==> config.mk <==
export PLATFORM = sky130hd
export DESIGN_NAME = ecc_telemetry_collector
export DESIGN_NICKNAME = d
export VERILOG_FILES = /design/src/rtl/ecc_telemetry_collector.sv
export SDC_FILE = /design/constraint.sdc
export NUM_CORES = 1
export LEC_CHECK = 0
export BUFFER_PORTS_ARGS = -buffer_cell sky130_fd_sc_hd__buf_2
export CORE_UTILIZATION = 35
export CTS_BUF_LIST = sky130_fd_sc_hd__clkbuf_2
export DETAILED_ROUTE_END_ITERATION = 8
export SLEW_MARGIN = 15
export SYNTH_ARGS = -nofsm -noshare
export SYNTH_HDL_FRONTEND = slang
export SYNTH_SLANG_ARGS = --single-unit
==> constraint.sdc <==
create_clock -name clk -period 5.7 [get_ports clk]
set_input_delay 0.57 -clock clk [delete_from_list [all_inputs] [get_ports clk]]
set_output_delay 0.57 -clock clk [all_outputs]
set_load 0.02 [all_outputs]
==> src/rtl/ecc_telemetry_collector.sv <==
// ecc_telemetry_collector
//
// Collects the ECC engine's per-read telemetry and turns every qualified
// error into a timestamped record {type, syndrome, tstamp}. Records queue in
// a small FIFO that the PredictRAM predictor drains. The block also keeps
// saturating lifetime counters, a sticky DBE alarm, a sticky record-drop
// flag and a windowed SBE-storm detector.
//
// Ports
//   clk, rst_n          clock, asynchronous active-low reset
//   ml_valid            telemetry qualifier (ECC engine rdata_valid)
//   ml_syndrome         syndrome of the current read
//   ml_err_sbe/_dbe     single-bit (corrected) / double-bit error flags
//   ml_err_in_parity    the SBE sits in the check bits
//   clr_counts          sync clear of counters, alert_dbe, rec_overflow
//   rec_valid/rec_ready record handshake toward the predictor
//   rec_type            01 data SBE, 10 parity SBE, 11 DBE
//   rec_syndrome        syndrome of the head record
//   rec_tstamp          timestamp of the head record
//   sbe/par/dbe_count   saturating lifetime counters
//   alert_dbe           sticky DBE alarm
//   alert_storm         SBE count in the current window reached SBE_THRESH
//   rec_overflow        sticky: a record was dropped on a full FIFO
//
// Handshake: the head record transfers on any clock edge where
// rec_valid=1 and rec_ready=1. While rec_valid=1 and rec_ready=0 the rec_*
// fields hold stable. rec_valid never depends combinationally on the
// telemetry inputs, so a new record is always visible one cycle after the
// event, even when the FIFO was empty and rec_ready was high.

module ecc_telemetry_collector #(
  parameter int ECC_WIDTH     = 8,
  parameter int CNT_WIDTH     = 16,
  parameter int TS_WIDTH      = 16,
  parameter int WINDOW_CYCLES = 1024,
  parameter int SBE_THRESH    = 4,
  parameter int FIFO_DEPTH    = 4
) (
  input  logic                 clk,
  input  logic                 rst_n,
  input  logic                 ml_valid,
  input  logic [ECC_WIDTH-1:0] ml_syndrome,
  input  logic                 ml_err_sbe,
  input  logic                 ml_err_dbe,
  input  logic                 ml_err_in_parity,
  input  logic                 clr_counts,
  output logic                 rec_valid,
  input  logic                 rec_ready,
  output logic [1:0]           rec_type,
  output logic [ECC_WIDTH-1:0] rec_syndrome,
  output logic [TS_WIDTH-1:0]  rec_tstamp,
  output logic [CNT_WIDTH-1:0] sbe_count,
  output logic [CNT_WIDTH-1:0] par_count,
  output logic [CNT_WIDTH-1:0] dbe_count,
  output logic                 alert_dbe,
  output logic                 alert_storm,
  output logic                 rec_overflow
);

  localparam int PTR_W = $clog2(FIFO_DEPTH);
  localparam int WIN_W = (WINDOW_CYCLES > 2) ? $clog2(WINDOW_CYCLES) : 1;
  localparam int WSB_W = $clog2(SBE_THRESH + 1);
  localparam int REC_W = 2 + ECC_WIDTH + TS_WIDTH;

  localparam logic [WIN_W-1:0] WIN_LAST   = WIN_W'(WINDOW_CYCLES - 1);
  localparam logic [WSB_W-1:0] WSB_THRESH = WSB_W'(SBE_THRESH);

  localparam logic [1:0] TYPE_NONE = 2'b00;
  localparam logic [1:0] TYPE_DATA = 2'b01;
  localparam logic [1:0] TYPE_PAR  = 2'b10;
  localparam logic [1:0] TYPE_DBE  = 2'b11;

  function automatic logic [CNT_WIDTH-1:0] sat_inc(input logic [CNT_WIDTH-1:0] v);
    return (&v) ? v : v + CNT_WIDTH'(1);
  endfunction

  // ---------------- event classification ----------------
  logic [1:0] w_type;
  logic       w_evt;
  logic       w_is_sbe;

  // DBE dominates; in_parity alone (without sbe) is not an event.
  always_comb begin
    w_type = TYPE_NONE;
    if (ml_valid) begin
      if (ml_err_dbe)                          w_type = TYPE_DBE;
      else if (ml_err_sbe && ml_err_in_parity) w_type = TYPE_PAR;
      else if (ml_err_sbe)                     w_type = TYPE_DATA;
    end
  end

  assign w_evt    = (w_type != TYPE_NONE);
  assign w_is_sbe = (w_type == TYPE_DATA) || (w_type == TYPE_PAR);

  // ---------------- timestamp and storm window ----------------
  logic [TS_WIDTH-1:0] r_tstamp;
  logic [WIN_W-1:0]    r_win_timer;
  logic [WSB_W-1:0]    r_win_sbe;
  logic [WSB_W-1:0]    w_win_sbe_nxt;
  logic                w_win_last;
  logic                r_alert_storm;

  assign w_win_last = (r_win_timer == WIN_LAST);

  // An SBE in the last cycle of a window is the first SBE of the next one.
  always_comb begin
    w_win_sbe_nxt = r_win_sbe;
    if (w_win_last)
      w_win_sbe_nxt = w_is_sbe ? WSB_W'(1) : '0;
    else if (w_is_sbe && (r_win_sbe != WSB_THRESH))
      w_win_sbe_nxt = r_win_sbe + WSB_W'(1);
  end

  always_ff @(posedge clk or negedge rst_n) begin
    if (!rst_n) begin
      r_tstamp      <= '0;
      r_win_timer   <= '0;
      r_win_sbe     <= '0;
      r_alert_storm <= 1'b0;
    end else begin
      r_tstamp      <= r_tstamp + TS_WIDTH'(1);
      r_win_timer   <= w_win_last ? '0 : r_win_timer + WIN_W'(1);
      r_win_sbe     <= w_win_sbe_nxt;
      r_alert_storm <= (w_win_sbe_nxt == WSB_THRESH);
    end
  end

  // ---------------- record FIFO ----------------
  // Pointers carry one extra wrap bit to tell full from empty.
  logic [REC_W-1:0] r_mem [FIFO_DEPTH];
  logic [PTR_W:0]   r_wr_ptr;
  logic [PTR_W:0]   r_rd_ptr;
  logic             w_empty;
  logic             w_full;
  logic             w_pop;
  logic             w_push;
  logic             w_drop;
  logic [REC_W-1:0] w_head;

  assign w_empty = (r_wr_ptr == r_rd_ptr);
  assign w_full  = (r_wr_ptr[PTR_W] != r_rd_ptr[PTR_W]) &&
                   (r_wr_ptr[PTR_W-1:0] == r_rd_ptr[PTR_W-1:0]);
  assign w_pop   = !w_empty && rec_ready;
  // A pop in the same cycle frees the slot a full FIFO needs.
  assign w_push  = w_evt && (!w_full || w_pop);
  assign w_drop  = w_evt && w_full && !w_pop;

  always_ff @(posedge clk) begin
    if (w_push)
      r_mem[r_wr_ptr[PTR_W-1:0]] <= {w_type, ml_syndrome, r_tstamp};
  end

  always_ff @(posedge clk or negedge rst_n) begin
    if (!rst_n) begin
      r_wr_ptr <= '0;
      r_rd_ptr <= '0;
    end else begin
      if (w_push) r_wr_ptr <= r_wr_ptr + (PTR_W+1)'(1);
      if (w_pop)  r_rd_ptr <= r_rd_ptr + (PTR_W+1)'(1);
    end
  end

  // Fields read as zero while nothing is queued (storage is not reset).
  assign w_head       = w_empty ? '0 : r_mem[r_rd_ptr[PTR_W-1:0]];
  assign rec_valid    = !w_empty;
  assign rec_type     = w_head[REC_W-1 -: 2];
  assign rec_syndrome = w_head[TS_WIDTH +: ECC_WIDTH];
  assign rec_tstamp   = w_head[TS_WIDTH-1:0];

  // ---------------- counters and sticky flags ----------------
  logic [CNT_WIDTH-1:0] r_sbe_cnt;
  logic [CNT_WIDTH-1:0] r_par_cnt;
  logic [CNT_WIDTH-1:0] r_dbe_cnt;
  logic                 r_alert_dbe;
  logic                 r_overflow;

  // clr_counts wins over a same-cycle event; the event is still queued.
  always_ff @(posedge clk or negedge rst_n) begin
    if (!rst_n) begin
      r_sbe_cnt   <= '0;
      r_par_cnt   <= '0;
      r_dbe_cnt   <= '0;
      r_alert_dbe <= 1'b0;
      r_overflow  <= 1'b0;
    end else if (clr_counts) begin
      r_sbe_cnt   <= '0;
      r_par_cnt   <= '0;
      r_dbe_cnt   <= '0;
      r_alert_dbe <= 1'b0;
      r_overflow  <= 1'b0;
    end else begin
      if (w_type == TYPE_DATA) r_sbe_cnt <= sat_inc(r_sbe_cnt);
      if (w_type == TYPE_PAR)  r_par_cnt <= sat_inc(r_par_cnt);
      if (w_type == TYPE_DBE) begin
        r_dbe_cnt   <= sat_inc(r_dbe_cnt);
        r_alert_dbe <= 1'b1;
      end
      if (w_drop) r_overflow <= 1'b1;
    end
  end

  assign sbe_count    = r_sbe_cnt;
  assign par_count    = r_par_cnt;
  assign dbe_count    = r_dbe_cnt;
  assign alert_dbe    = r_alert_dbe;
  assign alert_storm  = r_alert_storm;
  assign rec_overflow = r_overflow;

endmodule

[Yosys cells after proc, flatten, opt, wreduce, memory -nomap -nowiden]
Memories as Yosys holds them, arrays and structs flattened.
Cells that the tools add are included.
Cells by class
  add/sub/neg operators: 8
  eq/ne operators: 12
  muxes and demuxes: 24
  reduce and logical (&&, ||, !) cells: 23
Operators with widths (count)
  16-bit two-way mux: 9
  16-bit by 1-bit adder with 16-bit output, second input constant: 4
  16-bit AND reduction: 3
  26-bit two-way mux: 1
  10-bit by 1-bit adder with 10-bit output, second input constant: 1
  10-bit equality test, second input constant: 1
  10-bit two-way mux: 1
  2-bit nonzero test: 5
  3-bit by 1-bit adder with 3-bit output, second input constant: 3
  1-bit two-way mux: 8
  1-bit logical AND: 7
  2-bit two-way mux: 3
  3-bit two-way mux: 2
  2-bit inequality test, second input constant: 3
  2-bit AND reduction: 3
  2-bit equality test, second input constant: 2
  3-bit equality test: 1
  3-bit equality test, second input constant: 1
  1-bit logical NOT: 3
  3-bit inequality test, second input constant: 1
  2-bit by 1-bit equality test with 1-bit output, second input constant: 1
  2-bit equality test: 1
  1-bit logical OR: 2
  1-bit inequality test: 1
Storage, ports and cells
  register bits after elaboration: 86
  bits in writable memories: 104
  output and inout port bits: 78
  logic and storage cells: 79
  memories kept: 1
Memories
  r_mem: depth 4, width 26, read ports 1, clocked after memory_dff 0, write ports 1, RTL line 130  | logic [REC_W-1:0] r_mem [FIFO_DEPTH];

[Depth between registers and ports, before layout]
  word-level depth: 10
  gate-level depth with buffers: 9
  depth with buffers taken out: 8

[Least setup slack after synthesis]
Ideal clock, no wire load.
  path type: in2reg
  from: input port ml_err_sbe
  to: register r_par_cnt[13] (netlist: par_count[13])
  arrival: 2.457 ns
  required time: 5.622 ns
  path slack: 3.164 ns
  stages: 7
  path buffers: 0
  cell sequence: nor2b_1 o21ai_0 ha_1 and4_1 or4b_4 or4_1 a21oi_1
Between the ends
  longest elaborated chain between the ends: 7
  elaborated cells on any way between the ends: 8
RTL lines
  start, declared: RTL line 43  | input logic ml_err_sbe,
  1-bit two-way mux / 1-bit logical AND (equally long branches): RTL line 88, 87
  2-bit two-way mux *: RTL line 87  | else if (ml_err_sbe && ml_err_in_parity) w_type = TYPE_PAR;
  2-bit two-way mux *: RTL line 86  | if (ml_err_dbe) w_type = TYPE_DBE;
  2-bit two-way mux *: RTL line 85  | if (ml_valid) begin
  2-bit equality test *: RTL line 193  | if (w_type == TYPE_PAR) r_par_cnt <= sat_inc(r_par_cnt);
  2-bit nonzero test (no line) *
  2-bit AND reduction (no line) *
  end signal, assigned: RTL line 193
  end, declared: RTL line 172  | logic [CNT_WIDTH-1:0] r_par_cnt;
Mark *: on every way between the ends. The rest lies on a longest branch, timed or not.
A chain may end at the register's enable or synchronous reset.

[Final worst setup path]
  from: register r_rd_ptr[0]
  to: output port rec_tstamp[2]
Between the ends
  longest elaborated chain between the ends: 2
  elaborated cells on any way between the ends: 3
RTL lines
  start, declared: RTL line 132  | logic [PTR_W:0] r_rd_ptr;
  start signal, assigned: RTL line 159  | if (w_pop) r_rd_ptr <= r_rd_ptr + (PTR_W+1)'(1);
  memory 4 x 26 bit / 3-bit equality test (equally long branches)
  26-bit two-way mux *: RTL line 164  | assign w_head = w_empty ? '0 : r_mem[r_rd_ptr[PTR_W-1:0]];
  end, declared: RTL line 51  | output logic [TS_WIDTH-1:0] rec_tstamp,
Marked as above.

==> results by group <==
Floorplan
  • Die area: between 0.02 and 0.025 sq mm
  • Core area: 0.0235 sq mm
  • Initial Util: 0.357
  • Die Wd: about 160 um
  • Chip height: between 150 and 200 um
  • Ports: 94
  • Cell row count: 56

Setup path
  • CP Max Fanout: 29
  • Crit start category: flop
  • Worst Path Required: between 5 and 6 ns
  • Arr. time, crit path: between 3 and 4 ns
  • Reg2Reg Setup Slack: roughly 2.6 ns
  • Critical path cell sequence: xnor2_1 -> nand3b_1 -> and2_1 -> buf_2
  • Max incr delay on CP: ~1.1 ns
  • Slowest CP cell: dfrtp_2
  • Crit. End Element: primary output
  • Worst Path Class, Setup: reg2out

Synth
  • Mux cell area share after synthesis: 0.0787
  • Mapped cell area: between 0.008 and 0.009 sq mm
  • Largest family of logic cells by synthesized area: simple AND/OR/NAND/NOR gates
  • Syn_area_per_cell: 13.6 sq um
  • Post-synthesis simple-gate area fraction: 0.152
  • Post-Syn Nets: ~650
  • Seq/Total Area, Yosys: 0.630
  • Synth Area in XOR/XNOR: 0.0334
  • Yosys synthesis warning count: 0
  • Compound-Gate Fraction of Synth Area: 0.0636
  • Ys async rst share: 0.453
  • Count of unique library cells instantiated by Yosys: 48
  • Post-Synth Adder-Cell Area: 0.0239
  • Commonest register cell after synthesis: edfxtp_1
  • EDFF count, synth: 104
  • Yosys reg bits: 190
  • Synth Instances: between 600 and 700

Route
  • DR pass1 iterations: 4
  • Antenna-violating nets left: 0
  • Initial drt markers: 314
  • Drc violations: 0
  • Detailed Route WL: 16.6 mm
  • Via count: roughly 5400
  • Vias per cell: between 5 and 6
  • Routed WL per cell: 15.6 um

Clock network
  • Clock transition at path regs: approximately 0.30 ns
  • Clock buffer depth: 2
  • Root Buffer: clkbuf_2
  • Clock Sinks: 190
  • Cts repair resizes: 0
  • CTS Buf Count: 17
  • CTS tree: done
  • Clk_lat worst skew: 0.78 ns
  • Depth of the CTS H-tree: 4

Pwr
  • Gate power share: 0.323
  • Switch Pwr: 1.39 mW
  • Peak supply drop: 308 uV
  • Leakage: between 3 and 4 nW
  • Pwr dens: approximately 390 mW/mm^2
  • Sw Ratio: 0.367
  • Clock power share: 0.198
  • Sequential Power Share: 0.479
  • Total Power: about 3.8 mW
  • Internal power: roughly 2.4 mW

Final layout
  • Most frequent cells in the layout: 104 x edfxtp_1, 92 x buf_2, 85 x dfrtp_1
  • Most common cell after layout, fill and taps aside: edfxtp_1
  • Fin util: 0.410
  • # nets final: 759
  • Filler instances: about 2200
  • Share of layout cells above drive strength 1: 0.228
  • Area growth, synth to finish: 14.8%
  • Finished Cell Area: ~0.0096 sq mm
  • Fin cells: about 1100

Timing
  • Setup TNS: 0 ns
  • Relative slew slack: 0.316
  • RSZ-0062 raised after global routing: no
  • WHS: approximately 0.12 ns
  • Final Skew: 0.0522 ns
  • Period minus WS final: 3.88 ns
  • Setup-failing EPs final: 0
  • Pins over their slew limit: 0
  • Worst Setup Slack, final: around 1.8 ns
  • Period utilization: 0.681
  • Final hold violations: 0
  • Peak Freq: ~0.26 GHz
  • Worst-Margin Slew: 1.03 ns

GRT
  • First-pass GRT wire length: ~27 mm
  • Vias in the first global route: ~5200
  • GRT Total Usage: 0.144
  • Largest net degree at the start of global routing: a little over 60
  • Congestion Overflow GR: 0
  • Initial antenna violation count: 1

Run status
  • Outcome: finished clean

Worst hold path
  • Hold Crit Class: in2reg

Placed design
  • DP Area: 0.00922 sq mm
  • Final Wtd Congestion: 0.749
  • Placed cells: slightly above 1000
  • Hpwl dp: around 11 mm
  • Place WS: 2.42 ns
  • Port Buffer Count: 93

Flow run
  • Max Cap Violations: 0
[worst paths after layout]
check	from	end	depth (start not counted)
hold / removal	rec_ready	r_rd_ptr[0]$_DFFE_PN0P_	3
hold reg to reg	r_win_timer[8]$_DFF_PN0_	r_win_timer[8]$_DFF_PN0_	1
min in group asynchronous	rst_n	par_count[3]$_DFFE_PN0P_	2
max in group asynchronous	rst_n	r_rd_ptr[0]$_DFFE_PN0P_	3
setup / recovery	r_rd_ptr[0]$_DFFE_PN0P_	rec_tstamp[2]	4
setup reg to reg	r_rd_ptr[0]$_DFFE_PN0P_	r_mem[2][8]$_DFFE_PP_	4
[cells by family (layout without fill, tap and decap cells)]
group | count (synthesis) | in the layout
AND/OR/NAND/NOR | 223 | 223
other | 0 | 1
buffers and inverters | 40 | 163
XOR/XNOR | 32 | 32
AO/OA/AOI/OAI | 83 | 83
adder cells (fa/ha/maj) | 16 | 16
flip-flops | 190 | 190
multiplexers | 33 | 33
[what timing repair did]
action,CTS,global route
endpoints found under the hold margin,58,0
hold buffers,9,0
setup buffers,0,0
[critical path: cells and delay by family (launching register included)]
family        cells  cell delay [ns]
xor+xnor          1             0.24
buf+inv           1             0.16
flops             1             1.08
simple gates      2             1.08
[cell usage after synthesis (4+ instances only)]
master,count,area share
nand3_1,26,0.016
edfxtp_1,104,0.37
mux2i_1,4,0.0048
o21ai_0,11,0.0066
dfrtp_1,86,0.26
and2_1,31,0.023
xnor2_1,17,0.018
nand2_1,28,0.013
or3_1,14,0.010
and4_1,8,0.0084
nor2_1,34,0.015
inv_1,23,0.010
or4_1,15,0.013
nor2b_1,7,0.0052
and3_1,7,0.0052
o31ai_1,19,0.017
xor2_1,15,0.016
mux4_2,26,0.070
nor3_1,20,0.012
ha_1,16,0.024
clkbuf_1,12,0.0054
nand4_1,17,0.013
a21oi_1,32,0.019
buf_2,4,0.0024
nor4_1,5,0.0037
[flip-flops by register name (all words and copies together), names as in the netlist]
| name | cells |
|---|---|
| r_mem | 104 |
| par_count | 16 |
| alert_storm | 1 |
| alert_dbe | 1 |
| r_win_timer | 10 |
| sbe_count | 16 |
| r_win_sbe | 3 |
| dbe_count | 16 |
| rec_overflow | 1 |
| r_tstamp | 16 |
| r_rd_ptr | 3 |
| r_wr_ptr | 3 |
[power groups by stage]
stage	sequential, mW	combinational [mW]	clock, mW
5_1_grt	1.85	1.36	0.844
3_5_place_dp	1.85	1.25	0
3_3_place_gp	1.85	1.23	0
2_1_floorplan	1.78	0.933	0
4_1_cts	1.82	1.26	0.788
6_report	1.82	1.22	0.752
[routing by layer]
| layer | part of all wire | track usage | up-vias |
|---|---|---|---|
| li1 | - | - | 2572 |
| met5 | 0 | 0 | - |
| met2 | 0.47 | 0.225 | 122 |
| met4 | 0.0099 | 0.0387 | 0 |
| met3 | 0.055 | 0.0374 | 9 |
| met1 | 0.46 | 0.198 | 2660 |
[final cells by class]
class,count,area (sq um),area share
clock buffers,17,85.1,0.00885
repair buffers,108,603,0.0627
multi-input cells,387,2950,0.307
inverters,23,86.3,0.00898
clock inverters,15,216,0.0225
well taps,319,399,0.0415
diodes,1,2.50,0.000260
flip-flops and latches,190,5280,0.549
Note: power is estimated with default switching activity, not from simulation.
